### src/rtl/data_sram_bridge.sv
// Bridges the core's single-cycle data_sram port to a req/addr_ok/data_ok bus.
// Optional bus-wait timeout is enabled by defining DSB_TIMEOUT_EN.
module data_sram_bridge #(
  parameter int TIMEOUT_CYCLES = 255
) (
  input  logic        clk,
  input  logic        rst,
  input  logic        cpu_en,
  input  logic [3:0]  cpu_wen,
  input  logic [31:0] cpu_addr,
  input  logic [31:0] cpu_wdata,
  output logic [31:0] cpu_rdata,
  output logic        stallreq,
  output logic        bus_req,
  output logic        bus_wr,
  output logic [1:0]  bus_size,
  output logic [3:0]  bus_wstrb,
  output logic [31:0] bus_addr,
  output logic [31:0] bus_wdata,
  input  logic        bus_addr_ok,
  input  logic        bus_data_ok,
  input  logic [31:0] bus_rdata,
  output logic        bus_err
);

  typedef enum logic [1:0] {
    IDLE,
    ADDR,
    DATA,
    RESP
  } state_t;

  state_t      state;
  state_t      state_nx;
  logic [3:0]  req_wen;
  logic [31:0] req_addr;
  logic [31:0] req_wdata;
  logic        is_read;
  logic        done;
  logic        tmo;

  assign is_read = (req_wen == 4'b0000);

`ifdef DSB_TIMEOUT_EN
  localparam int CW = $clog2(TIMEOUT_CYCLES + 1);
  logic [CW-1:0] cnt;
  logic          busy;

  assign busy = (state == ADDR) || (state == DATA);
  assign tmo  = busy && !done && (cnt == CW'(TIMEOUT_CYCLES - 1));

  // wait counter: cleared on entry to ADDR, counts while waiting on the bus
  always_ff @(posedge clk) begin
    if (rst) begin
      cnt     <= '0;
      bus_err <= 1'b0;
    end else begin
      bus_err <= tmo;
      if (state == IDLE && cpu_en)
        cnt <= '0;
      else if (busy)
        cnt <= cnt + 1'b1;
    end
  end
`else
  assign tmo     = 1'b0;
  assign bus_err = 1'b0;
`endif

  // access completes on data_ok once the address phase is accepted
  always_comb begin
    done = 1'b0;
    if (state == ADDR)
      done = bus_addr_ok && bus_data_ok;
    else if (state == DATA)
      done = bus_data_ok;
  end

  // next-state logic
  always_comb begin
    state_nx = state;
    unique case (state)
      IDLE: if (cpu_en) state_nx = ADDR;
      ADDR: begin
        if (done || tmo)
          state_nx = RESP;
        else if (bus_addr_ok)
          state_nx = DATA;
      end
      DATA: if (done || tmo) state_nx = RESP;
      RESP: state_nx = IDLE;
      default: state_nx = IDLE;
    endcase
  end

  // state register, request latch and read-data return
  always_ff @(posedge clk) begin
    if (rst) begin
      state     <= IDLE;
      req_wen   <= 4'b0000;
      req_addr  <= 32'h0;
      req_wdata <= 32'h0;
      cpu_rdata <= 32'h0;
    end else begin
      state <= state_nx;
      if (state == IDLE && cpu_en) begin
        req_wen   <= cpu_wen;
        req_addr  <= cpu_addr;
        req_wdata <= cpu_wdata;
      end
      if (done && is_read)
        cpu_rdata <= bus_rdata;
      else if (tmo && is_read)
        cpu_rdata <= 32'hDEAD_BEEF;
    end
  end

  // bus size from the byte-strobe pattern; reads are full words
  always_comb begin
    case (req_wen)
      4'b0001, 4'b0010,
      4'b0100, 4'b1000: bus_size = 2'b00;
      4'b0011, 4'b1100: bus_size = 2'b01;
      default:          bus_size = 2'b10;
    endcase
  end

  assign bus_req   = (state == ADDR);
  assign bus_wr    = |req_wen;
  assign bus_wstrb = req_wen;
  assign bus_addr  = req_addr;
  assign bus_wdata = req_wdata;
  assign stallreq  = cpu_en && !rst && (state != RESP);

endmodule

### config.mk
export PLATFORM = sky130hd
export DESIGN_NAME = data_sram_bridge
export DESIGN_NICKNAME = d
export VERILOG_FILES = /design/src/rtl/data_sram_bridge.sv
export SDC_FILE = /design/constraint.sdc
export NUM_CORES = 1
export LEC_CHECK = 0
export ABC_AREA = 1
export BUFFER_PORTS_ARGS = -buffer_cell sky130_fd_sc_hd__buf_2
export CORE_MARGIN = 4
export CORE_UTILIZATION = 44
export CTS_CLUSTER_DIAMETER = 120
export CTS_CLUSTER_SIZE = 20
export DETAILED_ROUTE_END_ITERATION = 8
export GPL_TIMING_DRIVEN = 0
export PLACE_DENSITY = 0.79
export SLEW_MARGIN = 20
export SYNTH_ARGS = -nofsm -noshare
export SYNTH_HDL_FRONTEND = slang
export SYNTH_SLANG_ARGS = --single-unit
### constraint.sdc
create_clock -name clk -period 1.66 [get_ports clk]
set_clock_uncertainty 0.05 [all_clocks]
set_input_delay 0.083 -clock clk [delete_from_list [all_inputs] [get_ports clk]]
set_output_delay 0.083 -clock clk [all_outputs]
set_load 0.02 [all_outputs]
==> flow_metrics.py, run 1 <==
metrics = {
    "outcome": {
        "status": "completed",
    },
    "critical_path": {
        "worstReg2RegStart": "state[0]",
        "arrival_ns": 1.83,
        "critical_path_class": "reg -> reg",
        "cp-start-kind": "register",
        "rr_endpoint": "cpu_rdata[0]",
        "worst-r2r-cell-count": 9,
        "reg2reg_slack_ns": 0.03,
        "required_ns": 1.87,
        "end_kind": "register",
        "cp_max_fo": 10,
    },
    "route": {
        "vias_per_cell": 5.00,
        "wirelength_um": 14400,
        "wl_met1_um": 5100,
        "dr.pass1.iters": 4,
        "route.detailed.drc": 0,
        "top_layer_used": "met4",
        "wl_per_cell_um": 15.8,
        "drt_iter0_drc": 142,
        "drt.antenna.violating_nets": 0,
        "via_count": 4530,
        "dr_wl_met3_um": 1140,
        "met2WireLength_um": 7440,
    },
    "power_and_ir_drop": {
        "powerDensity_mw_per_mm2": 1470,
        "p_switching_mw": 3.77,
        "combinationalPowerShare_pct": 44.1,
        "power_frac_clock_pct": 17.7,
        "ir_drop_mv": 0.916,
        "p_int_mw": 5.26,
        "switching_share_pct": 41.7,
        "pwr-share-seq_pct": 38.1,
        "leakage_nw": 3.02,
    },
    "timing": {
        "setup_viol": 0,
        "max_freq_mhz": 615,
        "slew_viol_final": 0,
        "fin_crit_sh_pct": 98.0,
        "fin_ws_ns": 0.0340,
        "hold_violations": 0,
        "fin_crit_ns": 1.63,
    },
    "synth": {
        "ys_seq_area_share_pct": 54.9,
        "ys_types": 23,
        "synth_xor_area_share_pct": 0,
        "yosysWarnings": 0,
        "synthSimpleGateAreaFrac_pct": 22.4,
        "synth_top_family_by_area": "simple AND/OR/NAND/NOR gates",
        "synth-adder-area-share_pct": 1.68,
        "avgSynthCellArea_um2": 7.84,
        "syn-instance-count": 474,
        "ys_ff_latch": 102,
        "synth_nets": 584,
        "muxShareOfSynthArea_pct": 0,
        "synth_compound_area_share_pct": 14.8,
        "synth_area_mm2": 0.00372,
    },
    "layout": {
        "drive_above_1_share_pct": 32.3,
        "fin_nets": 905,
        "synthToLayoutAreaGrowth_pct": 65.5,
        "post-route-util_pct": 74.8,
    },
    "grt": {
        "grt_max_degree": 17,
        "antenna_found_initial": 0,
        "grt-ovfl-total": 0,
        "grt_pass1_vias": 4667,
        "grt_pass1_wl_um": 22200,
        "grtUsageTotal_pct": 27.9,
    },
    "floorplan": {
        "rows": 33,
        "ioPinCount": 211,
        "die-width_um": 99.9,
        "start_util_pct": 45.2,
        "fp.dieArea_mm2": 0.00998,
        "fp.dieH_um": 99.9,
        "core_mm2": 0.00822,
    },
    "min_path": {
        "hold_path_end": "state[0]",
        "hold_path.class": "in -> reg",
        "worstHoldStart": "bus_addr_ok",
        "hold_depth": 5,
    },
    "cts": {
        "cts_sinks": 102,
        "clockBufferDepth": 2,
        "cts_buffers": 9,
        "clkTransAtPathRegs_ns": 0.10,
        "clk_root_buffer_cell": "clkbuf_8",
        "post-cts-setup-buffers": 0,
        "htree_levels": 3,
        "clk_latency_ns": 0.35,
        "cts_tree": "done",
    },
    "placed_design": {
        "port_buffers": 209,
        "dp_hpwl_um": 8610,
        "place_ws_ns": -0.0853,
        "gp_congestion": 0.822,
    },
    "run": {
        "maxCapViolations": 0,
    },
}
-- metrics by stage --
stage / cell area (um^2) / setup TNS, ns / hold WS, ns / std cells / total power [mW]
detailed placement: 4890 / -1.61 / 0.231 / 788 / 7.06
global route: 6150 / -0.348 / 0.112 / 905 / 9.57
CTS: 6110 / -0.0274 / 0.0751 / 905 / 8.84
finish: 6150 / 0 / 0.0934 / 906 / 9.02
global placement: 4890 / -0.232 / 0.227 / 788 / 6.92
floorplan: 3720 / 0 / 0.102 / 474 / 5.82
-- how the worst max path moves through the flow --
stage	startpoint	to	slack, ns	cells past startpoint
after CTS	state[1]	bus_addr[5]	-0.01	7
after detailed placement	state[0]	bus_addr[12]	-0.09	6
final	state[0]	cpu_rdata[0]	0.03	9
after global placement	state[0]	bus_addr[30]	-0.04	6
after global routing	state[0]	cpu_rdata[0]	-0.06	9
after floorplan	state[1]	cpu_rdata[0]	0.12	8
-- what timing repair did --
action | 4_1_cts | 5_1_grt
hold buffers | 101 | 0
cloned | 0 | 0
setup endpoints to repair | 68 | 96
endpoints found under the hold margin | 101 | 0
gates resized for setup | 3 | 23
-- Yosys cell counts --
cell type / number / area share (%)
clkbuf_1: 17 / 1.7
buf_4: 2 / 0.40
o21ai_1: 20 / 2.7
o21ai_0: 81 / 11
o22ai_1: 1 / 0.17
nand2_1: 9 / 0.91
buf_2: 7 / 0.94
conb_1: 1 / 0.10
nand2_4: 2 / 0.61
inv_4: 1 / 0.17
buf_6: 5 / 1.5
nor2_4: 1 / 0.30
inv_1: 10 / 1.0
inv_2: 3 / 0.30
nor2_1: 192 / 19
ha_1: 5 / 1.7
o21bai_1: 1 / 0.20
nand4_1: 2 / 0.34
nand3_1: 3 / 0.40
dfxtp_1: 102 / 55
nor3_1: 1 / 0.13
nand2_2: 2 / 0.34
a21oi_1: 6 / 0.81
-- metal layers --
layer / GRT usage (%) / up-vias
met5: 0 / -
met4: 16.1 / 0
met1: 28.4 / 2063
met3: 6.95 / 59
met2: 51.3 / 254
li1: - / 2154
-- registers in the layout, indices dropped and copies added (netlist names) --
| name | count |
|---|---|
| bus_wdata | 32 |
| bus_wstrb | 4 |
| state | 2 |
| bus_addr | 32 |
| cpu_rdata | 32 |
-- critical path: stages (launching register included) --
cell	delay (ns)
dfxtp_2	0.38
inv_1	0.09
ha_1	0.23
nand3_1	0.12
nand2_1	0.09
nand2_4	0.12
inv_4	0.07
buf_6	0.14
nor2_1	0.15
nor2_1	0.09
-- cells by family after synthesis --
kind of cell               count (synthesis)
and+or+nand+nor                          212
AOI/OAI and AO/OA                        109
DFF                                      102
buffers and inverters                     45
adders and majority gates                  5
other                                      1
-- placed cells by master (no fill, tap or decap), types with 2 or more instances in the layout --
cell,n
o21ai_0,81
clkinv_4,3
clkbuf_8,10
nor2_1,192
inv_2,3
inv_1,9
dfxtp_2,2
dfxtp_1,100
o21ai_1,19
nand3_1,3
nand2_1,9
ha_1,4
clkbuf_2,7
clkbuf_1,12
dlygate4sd3_1,101
buf_4,2
nand2_4,3
clkbuf_4,6
nand4_1,2
buf_6,5
a21oi_1,6
inv_4,2
buf_2,210
-- area by class of cell --
type,count,area [um^2]
tap,105,131
inverter,14,57.6
fill,591,2070
multi-input combinational,327,1460
antenna,1,2.50
buffer,31,194
clock inverter,4,56.3
timing repair buffer,310,2060
sequential,102,2040
clock buffer,12,145
-- power groups by stage --
stage | combinational, mW | sequential (mW) | clock, mW
floorplan | 1.65 | 4.17 | 0
global placement | 3.50 | 3.43 | 0
detailed placement | 3.60 | 3.46 | 0
CTS | 3.81 | 3.40 | 1.63
global route | 4.36 | 3.51 | 1.70
finish | 3.98 | 3.44 | 1.60
(Power assumes the default switching activity.)
==> run 2: changes to the inputs <==
--- a/config.mk
+++ b/config.mk
@@ -12,7 +12,6 @@
 export CTS_CLUSTER_DIAMETER = 120
 export CTS_CLUSTER_SIZE = 20
 export DETAILED_ROUTE_END_ITERATION = 8
-export GPL_TIMING_DRIVEN = 0
 export PLACE_DENSITY = 0.79
 export SLEW_MARGIN = 20
 export SYNTH_ARGS = -nofsm -noshare
==> flow_metrics.py, run 2 (same netlist as run 1, synthesis figures left out) <==
metrics = {
    "timing": {
        "fin_crit_ns": 1.60,
        "grt_setup_unrepaired": "false",
        "tns_ns": 0,
        "slew_viol_final": 0,
        "hold_violations": 0,
        "setup_viol": 0,
        "fin_crit_sh_pct": 96.7,
        "max_freq_mhz": 623,
    },
    "grt": {
        "antenna_found_initial": 0,
        "grtUsageTotal_pct": 26.3,
        "grt_max_degree": 44,
        "grt_pass1_wl_um": 21200,
        "grt-ovfl-total": 0,
        "grt_pass1_vias": 4483,
    },
    "layout": {
        "finalInstanceArea_mm2": 0.00607,
        "synthToLayoutAreaGrowth_pct": 63.2,
        "final_cell_mix": "209 x buf_2, 192 x nor2_1, 101 x dlygate4sd3_1",
        "final_common_cell": "buf_2",
        "post-route-util_pct": 73.8,
        "diodes": 0,
        "drive_above_1_share_pct": 32.2,
        "fin_nets": 884,
    },
    "floorplan": {
        "rows": 33,
        "fp.dieArea_mm2": 0.00998,
        "core_mm2": 0.00822,
        "fp.dieH_um": 99.9,
        "start_util_pct": 45.2,
        "die-width_um": 99.9,
        "ioPinCount": 211,
    },
    "critical_path": {
        "end_kind": "register",
        "required_ns": 1.86,
        "critPathSlowestCell": "dfxtp_2",
        "worst-r2r-cell-count": 8,
        "rr_endpoint": "cpu_rdata[4]",
        "critical_path_class": "reg -> reg",
        "cp-start-kind": "register",
        "worstReg2RegStart": "state[1]",
        "cpPeakStageDelay_ns": 0.36,
        "cp_max_fo": 10,
        "arrival_ns": 1.81,
        "reg2reg_slack_ns": 0.06,
        "cp_cell_sequence": "inv_2 > ha_2 > nand3_1 > nand2_2 > nand2_4 > buf_4 > o21ai_1 > nor2_1",
    },
    "route": {
        "drt_iter0_drc": 185,
        "dr.pass1.iters": 5,
        "via_count": 4391,
        "vias_per_cell": 4.97,
        "route.detailed.drc": 0,
        "drt.antenna.violating_nets": 0,
        "wirelength_um": 13400,
        "wl_per_cell_um": 15.2,
    },
    "placed_design": {
        "port_buffers": 209,
        "dp_hpwl_um": 7700,
        "gp_congestion": 0.800,
        "placed_cell_area_mm2": 0.00483,
    },
    "outcome": {
        "status": "completed",
    },
    "power_and_ir_drop": {
        "ir_drop_mv": 0.799,
        "leakage_nw": 2.96,
        "powerDensity_mw_per_mm2": 1450,
    },
    "run": {
        "maxCapViolations": 0,
    },
    "cts": {
        "clkTransAtPathRegs_ns": 0.10,
        "cts_buffers": 9,
        "htree_levels": 3,
        "clk_latency_ns": 0.35,
        "cts_tree": "done",
        "cts_sinks": 102,
        "clockBufferDepth": 2,
        "clk_root_buffer_cell": "clkbuf_8",
    },
    "min_path": {
        "hold_depth": 5,
        "worstHoldStart": "bus_addr_ok",
        "hold_path_end": "state[1]",
        "hold_path.class": "in -> reg",
    },
}
## run 2: power breakdown
group          internal [mW]  leakage, nW  switching [mW]
combinational           1.38         2.03            2.51
sequential              3.08        0.840           0.359
clock                  0.635       0.0930           0.834
## run 2: final cells by class
class                           instances  area [um^2]
Clock buffer                           12          155
Clock inverter                          4         30.0
Fill cell                             549         2150
Inverter                               14         57.6
Multi-Input combinational cell        327         1460
Sequential cell                       102         2040
Tap cell                              105          131
Timing Repair Buffer                  320         2190
## run 2: worst max path at each step
| stage | cells past startpoint | to | start |
|---|---|---|---|
| after floorplan | 8 | cpu_rdata[0] | state[1] |
| after global placement | 9 | cpu_rdata[12] | state[1] |
| after detailed placement | 8 | cpu_rdata[24] | state[1] |
| after CTS | 8 | cpu_rdata[10] | state[1] |
| after global routing | 8 | cpu_rdata[4] | state[1] |
| final | 8 | cpu_rdata[4] | state[1] |
## run 2: routing by layer
layer	routed length, um	part of all wire (%)	up-vias	GRT usage [%]
met5	0	0	-	0
met4	620	4.6	0	14.7
met3	1130	8.4	61	6.32
met2	6920	52	249	47.6
met1	4730	35	1972	27.9
li1	-	-	2109	-
## run 2: timing repair
| item | in CTS | in global routing |
|---|---|---|
| setup endpoints to repair | 32 | 74 |
| endpoints found under the hold margin | 101 | 0 |
| resized for setup | 2 | 10 |
| hold buffers | 101 | 0 |
| buffers inserted | 2 | 0 |
| gates cloned | 0 | 0 |
| pin swaps | 1 | 0 |
## run 2: worst max-delay path: cells and delay by family (launching register included)
family	cells	cell delay, ns
AO/OA/AOI/OAI	1	0.19
buffers and inverters	2	0.29
adder cells (fa/ha/maj)	1	0.23
flip-flops	1	0.36
AND/OR/NAND/NOR	4	0.39
## run 2: stage by stage
step                instances  power [mW]  worst slack (ns)  hold WS [ns]
floorplan                 474        5.82             0.115         0.102
global placement          765        6.86            0.0976         0.232
detailed placement        765        7.01           -0.0620         0.250
CTS                       884        8.68            0.0436         0.126
global route              884        9.34           0.00890         0.161
finish                    884        8.80            0.0554         0.150
==> run 3: changes to the inputs <==
--- a/config.mk
+++ b/config.mk
@@ -7,7 +7,6 @@
 export LEC_CHECK = 0
 export ABC_AREA = 1
 export BUFFER_PORTS_ARGS = -buffer_cell sky130_fd_sc_hd__buf_2
-export CORE_MARGIN = 4
 export CORE_UTILIZATION = 44
 export CTS_CLUSTER_DIAMETER = 120
 export CTS_CLUSTER_SIZE = 20
==> constraint.sdc (replaced) <==
create_clock -name clk -period 1.6 [get_ports clk]
set_clock_uncertainty 0.05 [all_clocks]
set_input_delay 0.08 -clock clk [delete_from_list [all_inputs] [get_ports clk]]
set_output_delay 0.08 -clock clk [all_outputs]
set_load 0.02 [all_outputs]
==> flow_metrics.py, run 3 (same netlist as run 1, synthesis figures left out) <==
metrics = {
    "outcome": {
        "status": "completed",
    },
    "cts": {
        "cts_buffers": 9,
        "htree_levels": 3,
        "cts_tree": "done",
        "cts_sinks": 102,
        "clockBufferDepth": 2,
        "clkTransAtPathRegs_ns": 0.09,
        "clk_latency_ns": 0.35,
        "clk_root_buffer_cell": "clkbuf_8",
    },
    "floorplan": {
        "die-width_um": 93.9,
        "rows": 33,
        "start_util_pct": 45.5,
        "fp.dieArea_mm2": 0.00882,
        "ioPinCount": 211,
        "core_mm2": 0.00818,
        "fp.dieH_um": 93.9,
    },
    "grt": {
        "grtUsageTotal_pct": 27.3,
        "antenna_found_initial": 0,
        "grt_max_degree": 65,
        "grt_pass1_wl_um": 18700,
        "grt-ovfl-total": 0,
        "grt_pass1_vias": 4130,
    },
    "placed_design": {
        "dpl.cell_count": 764,
        "placed_cell_area_mm2": 0.00483,
        "place_ws_ns": 0.0439,
        "dp_hpwl_um": 6880,
        "port_buffers": 209,
        "gp_congestion": 0.843,
    },
    "timing": {
        "setup_viol": 0,
        "hold_violations": 0,
        "fin_crit_ns": 1.55,
        "worst_hold_slack_ns": 0.126,
        "fin_ws_ns": 0.0493,
        "tns_ns": 0,
        "slew_viol_final": 0,
        "fin_crit_sh_pct": 96.9,
        "max_freq_mhz": 645,
    },
    "critical_path": {
        "critical_path_class": "reg -> reg",
        "required_ns": 1.83,
        "end_kind": "register",
        "arrival_ns": 1.78,
        "cp-start-kind": "register",
        "cp_max_fo": 22,
    },
    "route": {
        "vias_per_cell": 4.96,
        "drt.antenna.violating_nets": 0,
        "via_count": 4388,
        "wl_per_cell_um": 14.8,
        "route.detailed.drc": 0,
        "wirelength_um": 13100,
        "dr.pass1.iters": 4,
        "drt_iter0_drc": 216,
    },
    "layout": {
        "final-instance-count-excl-fill": 885,
        "synthToLayoutAreaGrowth_pct": 65.6,
        "final_cell_mix": "209 x buf_2, 192 x nor2_1, 101 x dlygate4sd3_1",
        "final_common_cell": "buf_2",
        "regArea_mm2": 0.00204,
        "fin_nets": 886,
        "drive_above_1_share_pct": 32.2,
        "fillers": 571,
        "diodes": 0,
        "finalInstanceArea_mm2": 0.00615,
        "multiInputGateArea_mm2": 0.00146,
        "post-route-util_pct": 75.3,
    },
    "run": {
        "maxCapViolations": 0,
    },
    "power_and_ir_drop": {
        "finalPower_mw": 9.55,
        "powerDensity_mw_per_mm2": 1550,
        "ir_drop_mv": 0.796,
        "leakage_nw": 3.01,
    },
    "min_path": {
        "hold_path.class": "in -> reg",
    },
}
run 3: changes by cell type in the layout (fill, tap and decap cells not counted), moves of 2 or more:
cell,previous run,this run
bufinv_16,0,2
clkbuf_16,0,2
inv_2,5,3
inv_6,2,0
run 3: worst paths after layout:
check        slack [ns]  depth (start not counted)    startpoint           end
max reg2reg        0.05                          8      state[0]  cpu_rdata[1]
max                0.05                          8      state[0]  cpu_rdata[1]
min                0.13                          5   bus_addr_ok      state[0]
min reg2reg        0.43                          2  bus_wdata[0]  bus_wdata[0]
run 3: critical path, cell delays in order (launching register included):
cell,delay (ns)
dfxtp_2,0.38
inv_1,0.09
ha_1,0.23
nand3_1,0.10
nand2_2,0.07
nand2_4,0.15
buf_12,0.17
o21ai_1,0.08
nor2_1,0.16
run 3: report_power, final:
group          internal (mW)  switching [mW]  leakage (nW)
clock network          0.954           0.834         0.115
registers               3.20           0.362         0.840
logic                   1.57            2.63          2.05
total                   5.73            3.83          3.01
run 3: layout make-up:
| class | count | area share [%] |
|---|---|---|
| timing repair buffer | 322 | 36.3 |
| sequential | 102 | 33.2 |
| multi-input combinational | 327 | 23.8 |
| clock buffer | 11 | 2.46 |
| clock inverter | 4 | 1.14 |
| inverter | 14 | 1.02 |
| tap | 105 | 2.13 |
run 3: per-layer routing:
metal  GRT usage [%]  wire length, um  vias to the layer above
met4            13.2              346                        0
met2            50.1             6760                      244
met5               0                0                        -
met3            7.69             1150                       35
li1                -                -                     2113
met1            28.4             4800                     1996
run 3: repair_timing:
item	4_1_cts	5_1_grt
hold buffers	101	0
buffers inserted	0	3
endpoints found under the hold margin	101	0
endpoints found under the setup margin	0	93
gates resized for setup	0	11
